File: config.mk
export PLATFORM = sky130hd
export DESIGN_NAME = usb_tx_sequencer
export DESIGN_NICKNAME = d
export VERILOG_FILES = /design/src/rtl/usb_tx_sequencer.sv
export SDC_FILE = /design/constraint.sdc
export NUM_CORES = 1
export LEC_CHECK = 0
export CORE_MARGIN = 2
export CORE_UTILIZATION = 30
export CTS_CLUSTER_DIAMETER = 50
export CTS_CLUSTER_SIZE = 12
export DETAILED_ROUTE_END_ITERATION = 6
export GPL_TIMING_DRIVEN = 0
export PLACE_DENSITY_LB_ADDON = 0.1
export SETUP_SLACK_MARGIN = 0.1
export SYNTH_ARGS = -nofsm -noshare
export SYNTH_HDL_FRONTEND = slang
export SYNTH_SLANG_ARGS = --single-unit
File: constraint.sdc
create_clock -name clk -period 4.7 [get_ports clk]
set_input_delay 0.47 -clock clk [delete_from_list [all_inputs] [get_ports clk]]
set_output_delay 0.47 -clock clk [all_outputs]
set_load 0.01 [all_outputs]
File: src/rtl/usb_tx_sequencer.sv
// USB transmit sequencer: frames packets as SYNC, bit-stuffed LSB-first data
// and EOP, pacing every bit on the external bit-time strobe.
module usb_tx_sequencer #(
   parameter logic [7:0] SYNC_BYTE    = 8'h80,
   parameter int         STUFF_RUN    = 6,
   parameter int         EOP_SE0_BITS = 2
) (
   input  logic       clk,
   input  logic       rst,
   input  logic       bit_en,
   input  logic       start,
   input  logic [7:0] byte_in,
   input  logic       byte_valid,
   input  logic       byte_last,
   output logic       byte_ready,
   output logic       enc_en,
   output logic       enc_bit,
   output logic       se0,
   output logic       enc_init,
   output logic       busy,
   output logic       done,
   output logic       underrun
);

   localparam int OW = $clog2(STUFF_RUN + 1);
   localparam int EW = $clog2(EOP_SE0_BITS + 1);
   localparam logic [OW-1:0] STUFF_MAX = OW'(STUFF_RUN);
   localparam logic [EW-1:0] EOP_LAST  = EW'(EOP_SE0_BITS - 1);

   typedef enum logic [2:0] {
      IDLE, SYNC, DATA, EOP_SE0, EOP_J
   } state_t;

   state_t          state_q, state_d;
   logic [7:0]      shift_q, shift_d;
   logic [2:0]      idx_q, idx_d;
   logic [OW-1:0]   ones_q, ones_d;
   logic [EW-1:0]   eop_cnt_q, eop_cnt_d;
   logic [7:0]      buf_q, buf_d;
   logic            buf_full_q, buf_full_d;
   logic            buf_last_q, buf_last_d;
   logic            last_seen_q, last_seen_d;
   logic            cur_last_q, cur_last_d;
   logic            fin_q, fin_d;
   logic            done_q, done_d;
   logic [OW-1:0]   ones_nx;

   always_ff @(posedge clk or posedge rst) begin
      if (rst) begin
         state_q     <= IDLE;
         shift_q     <= '0;
         idx_q       <= '0;
         ones_q      <= '0;
         eop_cnt_q   <= '0;
         buf_q       <= '0;
         buf_full_q  <= 1'b0;
         buf_last_q  <= 1'b0;
         last_seen_q <= 1'b0;
         cur_last_q  <= 1'b0;
         fin_q       <= 1'b0;
         done_q      <= 1'b0;
      end else begin
         state_q     <= state_d;
         shift_q     <= shift_d;
         idx_q       <= idx_d;
         ones_q      <= ones_d;
         eop_cnt_q   <= eop_cnt_d;
         buf_q       <= buf_d;
         buf_full_q  <= buf_full_d;
         buf_last_q  <= buf_last_d;
         last_seen_q <= last_seen_d;
         cur_last_q  <= cur_last_d;
         fin_q       <= fin_d;
         done_q      <= done_d;
      end
   end

   always_comb begin
      state_d     = state_q;
      shift_d     = shift_q;
      idx_d       = idx_q;
      ones_d      = ones_q;
      eop_cnt_d   = eop_cnt_q;
      buf_d       = buf_q;
      buf_full_d  = buf_full_q;
      buf_last_d  = buf_last_q;
      last_seen_d = last_seen_q;
      cur_last_d  = cur_last_q;
      fin_d       = fin_q;
      done_d      = 1'b0;
      ones_nx     = '0;
      enc_en      = 1'b0;
      enc_bit     = 1'b0;
      se0         = 1'b0;
      enc_init    = 1'b0;
      underrun    = 1'b0;
      busy        = (state_q != IDLE);
      done        = done_q;
      byte_ready  = (state_q == SYNC || state_q == DATA) &&
                    !buf_full_q && !last_seen_q;

      if (byte_valid && byte_ready) begin
         buf_d       = byte_in;
         buf_full_d  = 1'b1;
         buf_last_d  = byte_last;
         last_seen_d = byte_last;
      end

      unique case (state_q)
         IDLE: begin
            enc_init = 1'b1;
            if (start) begin
               state_d     = SYNC;
               shift_d     = SYNC_BYTE;
               idx_d       = '0;
               ones_d      = '0;
               eop_cnt_d   = '0;
               buf_full_d  = 1'b0;
               last_seen_d = 1'b0;
               cur_last_d  = 1'b0;
               fin_d       = 1'b0;
            end
         end
         SYNC, DATA: begin
            if (bit_en) begin
               enc_en = 1'b1;
               if (ones_q == STUFF_MAX) begin
                  ones_d = '0;
                  if (fin_q) state_d = EOP_SE0;
               end else begin
                  enc_bit = shift_q[0];
                  shift_d = shift_q >> 1;
                  idx_d   = idx_q + 3'd1;
                  ones_nx = shift_q[0] ? ones_q + OW'(1) : '0;
                  ones_d  = ones_nx;
                  if (idx_q == 3'd7) begin
                     if (cur_last_q) begin
                        // A run ending exactly on the last bit still owes a stuffed 0
                        if (ones_nx == STUFF_MAX) fin_d = 1'b1;
                        else state_d = EOP_SE0;
                     end else if (buf_full_q) begin
                        shift_d    = buf_q;
                        cur_last_d = buf_last_q;
                        buf_full_d = 1'b0;
                        state_d    = DATA;
                     end else begin
                        underrun = 1'b1;
                        state_d  = EOP_SE0;
                     end
                  end
               end
            end
         end
         EOP_SE0: begin
            se0 = 1'b1;
            if (bit_en) begin
               if (eop_cnt_q == EOP_LAST) begin
                  eop_cnt_d = '0;
                  state_d   = EOP_J;
               end else begin
                  eop_cnt_d = eop_cnt_q + EW'(1);
               end
            end
         end
         EOP_J: begin
            enc_init = 1'b1;
            if (bit_en) begin
               state_d = IDLE;
               done_d  = 1'b1;
            end
         end
         default: state_d = IDLE;
      endcase
   end

endmodule

# Word level (Yosys, flattened, before mapping)
# Index checks and enable logic that the tools add are counted.
[totals]
reg_bits = 33
in_bits = 14
output_inout_bits = 8
elab_cells = 122
[op_classes]
add_sub_neg = 3
eq_ne = 20
mux = 69
n_reduce_logical = 18
[op_table]
columns = ["operator", "count"]
rows = [
  ["$mux 3", 16],
  ["$mux 8", 6],
  ["$mux 1", 36],
  ["$ne 2x2->1 const B", 9],
  ["$pmux 8 s2", 1],
  ["$eq 3x3->1 const B", 4],
  ["$pmux 3 s2", 2],
  ["$pmux 3 s4", 1],
  ["$reduce_and 8->1", 1],
  ["$reduce_and 7->1", 1],
  ["$add 3x1->3 const B", 2],
  ["$eq 3x2->1 const B", 2],
  ["$mux 2", 3],
  ["$ne 3x3->1 const B", 2],
  ["$pmux 1 s2", 3],
  ["$reduce_and 3->1", 2],
  ["$reduce_and 5->1", 1],
  ["$ne 4x4->1 const B", 1],
  ["$pmux 2 s2", 1],
  ["$reduce_and 4->1", 1],
  ["$reduce_bool 2->1", 2],
  ["$reduce_or 2->1", 2],
  ["$eq 3x1->1 const B", 1],
  ["$logic_and 1x1->1", 3],
  ["6 further kinds", 7],
]

# Depth between registers and ports, before layout
# Gate-level depths: netlist of run 1.
[depth]
ltp_word = 12
ltp_mapped = 7

# Worst setup path after synthesis of run 1
# Ideal clock, no wire load.
[synth_timing]
kind = "register to output"
startpoint = "reg ones_q[0]"
endpoint = "out underrun"
arrival_ns = 1.540
required_ns = 4.230
path_slack_ns = 2.690
stages_incl_launch_ff = 7
path_buffers = 0
cell_sequence = "dfrtp_1 > inv_1 > ha_1 > and2_1 > nor4b_2 > nand2_1 > nor3_1"
[synth_via]
elab_chain_len = 4
[synth_rtl]
columns = ["item", "line", "rtl"]
rows = [
  ["from (decl)", "37", "logic [OW-1:0] ones_q, ones_d;"],
  ["from (signal assigned)", "66", "ones_q <= ones_d;"],
  ["$eq 3x3->1", "127", "if (ones_q == STUFF_MAX) begin"],
  ["$mux 1", "127", ""],
  ["$mux 1", "125", "if (bit_en) begin"],
  ["$mux 1", "109", "unique case (state_q)"],
  ["to (decl)", "22", "output logic underrun"],
]
# Every way passes these cells.

# Worst setup path in the final report of run 1
[layout_timing]
startpoint = "in bit_en"
endpoint = "out underrun"
[layout_via]
elab_chain_len = 2
[layout_rtl]
columns = ["item", "line", "rtl"]
rows = [
  ["from (decl)", "10", "input logic bit_en,"],
  ["$mux 1", "125", ""],
  ["$mux 1", "109", ""],
]
# Every way passes these cells.

==> results of run 1 <==
## flip-flops by register name, summed over array words and instances (netlist names)
name / count
buf_q: 8
shift_q: 8
idx_q: 3
ones_q: 3
state_q: 3
eop_cnt_q: 2
buf_full_q: 1
buf_last_q: 1
cur_last_q: 1
done: 1
fin_q: 1
last_seen_q: 1
## power by group through the flow
stage | logic, mW | registers [mW] | clock network (mW)
floorplan | 0.306 | 0.433 | 0
global placement | 0.411 | 0.448 | 0
detailed placement | 0.420 | 0.453 | 0
CTS | 0.421 | 0.447 | 0.291
global route | 0.464 | 0.460 | 0.307
finish | 0.415 | 0.446 | 0.283
## logic make-up after synthesis
kind of cell,count (synthesis)
adders and majority gates,4
xor gates and xnor gates,2
AOI/OAI and AO/OA,29
DFF,33
buffers and inverters,21
and+or+nand+nor,50
muxes,27
## synth_stat cells, drive strengths merged
library cell   n  share of area, %
a211oi         2               1.2
a32o           1              0.58
mux2i         10               5.8
o2111ai        2               1.0
nand2         14               3.0
and3b          1              0.50
nand3          2              0.86
a21oi          3              0.86
o21ai         13               3.7
ha             4               2.9
dfrtp         33                48
xnor2          1              0.50
nor4b          2               1.4
xor2           1              0.50
a2bb2oi        1              0.50
a32oi          1              0.50
o41ai          1              0.50
o31a           1              0.50
nor2          13               3.0
clkbuf         5               1.1
or2            1              0.36
nand3b         2              0.86
and2           2              0.72
mux2          17                11
inv           13               2.8
o2bb2ai        2               1.0
or4b           1              0.58
and4b          1              0.58
nor2b          3               1.1
and3           3               1.1
a41oi          1              0.50
nor3           4               1.2
buf            3               1.0
o32a           1              0.58
nand4          1              0.36
## metal layers
| metal | track usage, % | share of wire (%) | vias to the layer above | wire length [um] |
|---|---|---|---|---|
| li1 | - | - | 640 | - |
| met1 | 17.0 | 50 | 642 | 1830 |
| met2 | 20.5 | 46 | 23 | 1690 |
| met3 | 3.48 | 3.2 | 8 | 120 |
| met4 | 5.08 | 1.5 | 0 | 57 |
| met5 | 0 | 0 | - | 0 |
## worst register-to-register path: cells and delay by family (launching register included)
family | cells | cell delay, ps
fa+ha+maj | 2 | 430
buf+inv | 1 | 490
flops | 1 | 390
mux | 2 | 520
simple gates | 2 | 140
## layout make-up
class,count,share of cell area (%)
repair buffers,21,9.74
plain buffers,8,1.68
clock buffers,6,3.83
inverters,13,2.26
multi-input cells,112,38.3
flip-flops and latches,33,38.3
well taps,72,4.17
clock inverters,2,1.74
## final timing paths
kind	startpoint	endpoint
worst min-delay path	idx_q[0]	idx_q[0]
worst max-delay path	bit_en	underrun
max in group asynchronous	rst	shift_q[0]
min in group asynchronous	rst	state_q[1]
worst min register to register	idx_q[0]	idx_q[0]
worst max register to register	idx_q[0]	shift_q[3]
## per-stage QoR
stage,std cells,hold WS (ps)
after floorplan,166,441
after global placement,259,469
after detailed placement,259,476
after CTS,267,493
after global routing,267,507
final,267,481
==> impl_metrics.yaml, run 1 <==
outcome:
  status: "finished clean"
synthesis:
  yosysWarnings: 0
  postSynthAreaPerCell_um2: 10.5
  synthSimpleGateAreaFrac_pct: 15.5
  synthAdderAreaFrac_pct: 2.88
  synth-compound-area-share_pct: 11.4
  ys_ff_latch: 33
  ys_types: 40
  syn_area_um2: 1740
  synthCells: 166
  synth_xor_area_share_pct: 1.01
  ys_seq_area_share_pct: 47.5
  syn-num-nets: 184
  synth_top_family_by_area: "multiplexers"
  synth_mux_area_share_pct: 16.8
drt:
  drt-vias-per-instance: 4.92
  drt-initial-drc-count: 73
  ant_nets: 0
  drt-pass1-iter-count: 4
  post-route-drc-count: 0
  via_count: 1313
  wl_per_cell_um: 13.8
  wirelength_mm: 3.70
clocking:
  cts_hold_buf: 0
  cts_resized: 0
  clk_pin_slew_ps: 70
  insertion_delay_ps: 280
  cts_buffers: 5
  cts_max_level: 2
  clk_path_buf_depth: 2
  cts.sinks: 33
  root_buffer: "clkbuf_8"
  cts_setup_buffers: 0
  tritoncts: "built"
worst_setup_path:
  crit_required_ps: 4230
  critical-path-top-delay-family: "buffers and inverters"
  end_kind: "output pin"
  ff2ff_path_depth: 7
  cp_common_cell: "clkdlybuf4s50_1"
  crit_path_start_kind: "input pin"
  crit_cells: 6
  cp_num_buf_inv: 3
  critPathMaxFanout: 10
  worstSetupPathType: "in -> out"
  cp_slowest_cell: "clkdlybuf4s50_1"
  critical_path.max_stage_delay_ps: 560
  critPathArrivalTime_ps: 2670
  r2r_slack_ps: 2630
  path_cells: "clkdlybuf4s50_1, clkbuf_1, nor4b_2, nand2_1, nor3_1, clkdlybuf4s50_1"
sta:
  rsz0062_at_grt: "false"
  timing.fmax_mhz: 319
  setup_viol: 0
  finalCritPeriodShare_pct: 66.8
  slew_headroom_pct: 52.5
  finalHoldViolCount: 0
  tns_ps: 0
  period_needed_ps: 3140
  layout_setup_ws_ps: 1560
  drv_slew: 0
  tightest_slew_ps: 712
  skew_ps: 6.53
die:
  die-height_um: 80.1
  die_w_um: 80.1
  rows: 27
  ioPinCount: 22
  design.die.area_um2: 6420
  core_area_um2: 5540
  initial_utilization_pct: 31.4
power:
  ir_drop_mv: 0.222
  p_comb_share_pct: 36.3
  p_per_area_nw_per_um2: 530
  internal-power_mw: 0.768
  seqPwrFrac_pct: 39.0
  power_mw: 1.14
  swShare_pct: 32.9
  p_clk_share_pct: 24.7
  p_switching_mw: 0.376
  cellLeakagePower_nw: 0.995
final_layout:
  final_cell_mix: "33 x dfrtp_1, 21 x clkdlybuf4s50_1, 17 x mux2_2, 14 x nand2_1, 13 x o21ai_0"
  final_layout_size_suffix_gt1_share_pct: 16.9
  finalInstanceArea_um2: 2160
  layout_commonest_cell: "dfrtp_1"
  regArea_um2: 826
  multiInputGateArea_um2: 827
  num_antenna_cells: 0
  final_nets: 212
  fillCellCount: 566
  synthToLayoutAreaGrowth_pct: 24.2
  final_core_util_pct: 39.0
placed_design:
  gp_congestion: 0.833
  hpwl_mm: 2.74
  dpl_cell_area_um2: 2040
  dp_slack_ps: 1540
  io_buffers: 21
global_routing:
  track_usage_pct: 13.0
  grt-ovfl-total: 0
  grt_max_degree: 34
  grt_pass1_wl_mm: 6.35
  antenna_found_initial: 0
  grt_pass1_vias: 1364
worst_hold_path:
  hold_depth: 1
  hold_class: "reg -> reg"
run:
  maxCapViolCount: 0
Power figures use the tool's default switching activity.
==> run 2: changes to the inputs <==
clock period = 3.2 ns   (was 4.7 ns; I/O delays follow)
==> impl_metrics.yaml, run 2 (synthesized netlist as in run 1, its figures left out) <==
outcome:
  status: "finished clean"
worst_setup_path:
  ff2ff_path_depth: 7
  crit_path_start: "ones_q[0]"
  path_cells: "inv_1, ha_1, and2_1, nor4b_4, nand2_1, nor3_1, clkdlybuf4s50_1"
  r2r-start: "idx_q[0]"
  reg2reg_to: "shift_q[3]"
  r2r_slack_ps: 1120
  cp_slowest_cell: "clkdlybuf4s50_1"
  critPathArrivalTime_ps: 2420
  critPathMaxFanout: 5
  critical_path.max_stage_delay_ps: 560
  end_kind: "output pin"
  crit_path_start_kind: "flip-flop"
  crit_required_ps: 2880
  cp-endpoint: "underrun"
  worstSetupPathType: "reg -> out"
sta:
  slew_headroom_pct: 52.5
  hold_slack_ps: 479
  tightest_slew_ps: 711
  period_needed_ps: 2740
  timing.fmax_mhz: 365
  finalCritPeriodShare_pct: 85.5
  skew_ps: 7.14
  drv_slew: 0
  finalHoldViolCount: 0
  rsz0062_at_grt: "false"
  setup_viol: 0
  tns_ps: 0
clocking:
  clk_pin_slew_ps: 70
  cts.sinks: 33
  cts_max_level: 2
  cts_buffers: 5
  insertion_delay_ps: 280
  clk_path_buf_depth: 2
  root_buffer: "clkbuf_8"
  tritoncts: "built"
  cts_setup_buffers: 0
die:
  ioPinCount: 22
  initial_utilization_pct: 31.4
  rows: 27
  core_area_um2: 5540
  design.die.area_um2: 6420
  die-height_um: 80.1
  die_w_um: 80.1
final_layout:
  final_cell_mix: "33 x dfrtp_1, 21 x clkdlybuf4s50_1, 17 x mux2_2, 14 x nand2_1, 13 x o21ai_0"
  layout_commonest_cell: "dfrtp_1"
  final_nets: 212
  top_regs: "buf_q (8), shift_q (8)"
  fillCellCount: 566
  num_antenna_cells: 0
  synthToLayoutAreaGrowth_pct: 24.7
  final_layout_size_suffix_gt1_share_pct: 16.9
global_routing:
  track_usage_pct: 13.0
  grt_pass1_wl_mm: 6.35
  antenna_found_initial: 0
  grt-ovfl-total: 0
  grt_max_degree: 34
  grt_pass1_vias: 1364
worst_hold_path:
  hold_class: "in -> async"
power:
  p_per_area_nw_per_um2: 778
  ir_drop_mv: 0.327
  cellLeakagePower_nw: 1.00
drt:
  drt-vias-per-instance: 4.91
  drt-pass1-iter-count: 4
  ant_nets: 0
  wl_per_cell_um: 13.9
  wirelength_mm: 3.71
  via_count: 1312
  drt-initial-drc-count: 64
  post-route-drc-count: 0
run:
  maxCapViolCount: 0
placed_design:
  hpwl_mm: 2.74
  gp_congestion: 0.833
  io_buffers: 21
run 2: metrics by stage:
stage	instance area, um2	std cells	power [mW]	setup slack (ps)	util (%)
after global placement	2040	259	1.26	318	36.8
after detailed placement	2040	259	1.28	335	36.8
after floorplan	1740	166	1.09	1340	-
after CTS	2160	267	1.70	328	39.0
after global routing	2170	267	1.81	253	39.1
final	2170	267	1.69	463	39.1
run 2: per-layer routing:
metal  track usage [%]  share of wire [%]  wire length, um  up-vias
met2              20.5                 47             1730       28
met1              17.0                 49             1810      641
met3              3.48                3.6              135        4
met5                 0                  0                0        -
li1                  -                  -                -      639
met4              5.08               0.84               31        0
run 2: worst max-delay path, delay by kind of cell (launching register included):
| family | cells | cell delay (ps) |
|---|---|---|
| simple gates | 4 | 880 |
| buf+inv | 2 | 620 |
| flops | 1 | 410 |
| fa+ha+maj | 1 | 230 |
run 2: timing repair:
action | CTS | global route
resized for setup | 0 | 1
hold buffers | 0 | 0
setup endpoints to repair | 0 | 1
run 2: worst min-delay path by stage:
stage              from  cells after the start  slack (ps)           to
5_1_grt        idx_q[0]                      1         510     idx_q[0]
3_5_place_dp      fin_q                      2         480        fin_q
6_report            rst                      2         480   state_q[1]
2_1_floorplan     start                      1         410  last_seen_q
4_1_cts           fin_q                      2         490        fin_q
3_3_place_gp   idx_q[0]                      1         470     idx_q[0]
run 2: power by group:
| group | switching, mW | total, mW | internal, mW | leakage (nW) |
|---|---|---|---|---|
| clock | 0.162 | 0.415 | 0.253 | 0.0574 |
| combinational | 0.302 | 0.616 | 0.315 | 0.518 |
| sequential | 0.0911 | 0.654 | 0.563 | 0.426 |
run 2: final cells by class:
cell class / instances / area, um2 / share of cell area, %
inverter: 13 / 48.8 / 2.25
buffer: 8 / 36.3 / 1.67
clock inverter: 2 / 37.5 / 1.73
tap: 72 / 90.1 / 4.16
sequential: 33 / 826 / 38.1
multi-input combinational: 112 / 836 / 38.6
clock buffer: 6 / 82.6 / 3.81
timing repair buffer: 21 / 210 / 9.70
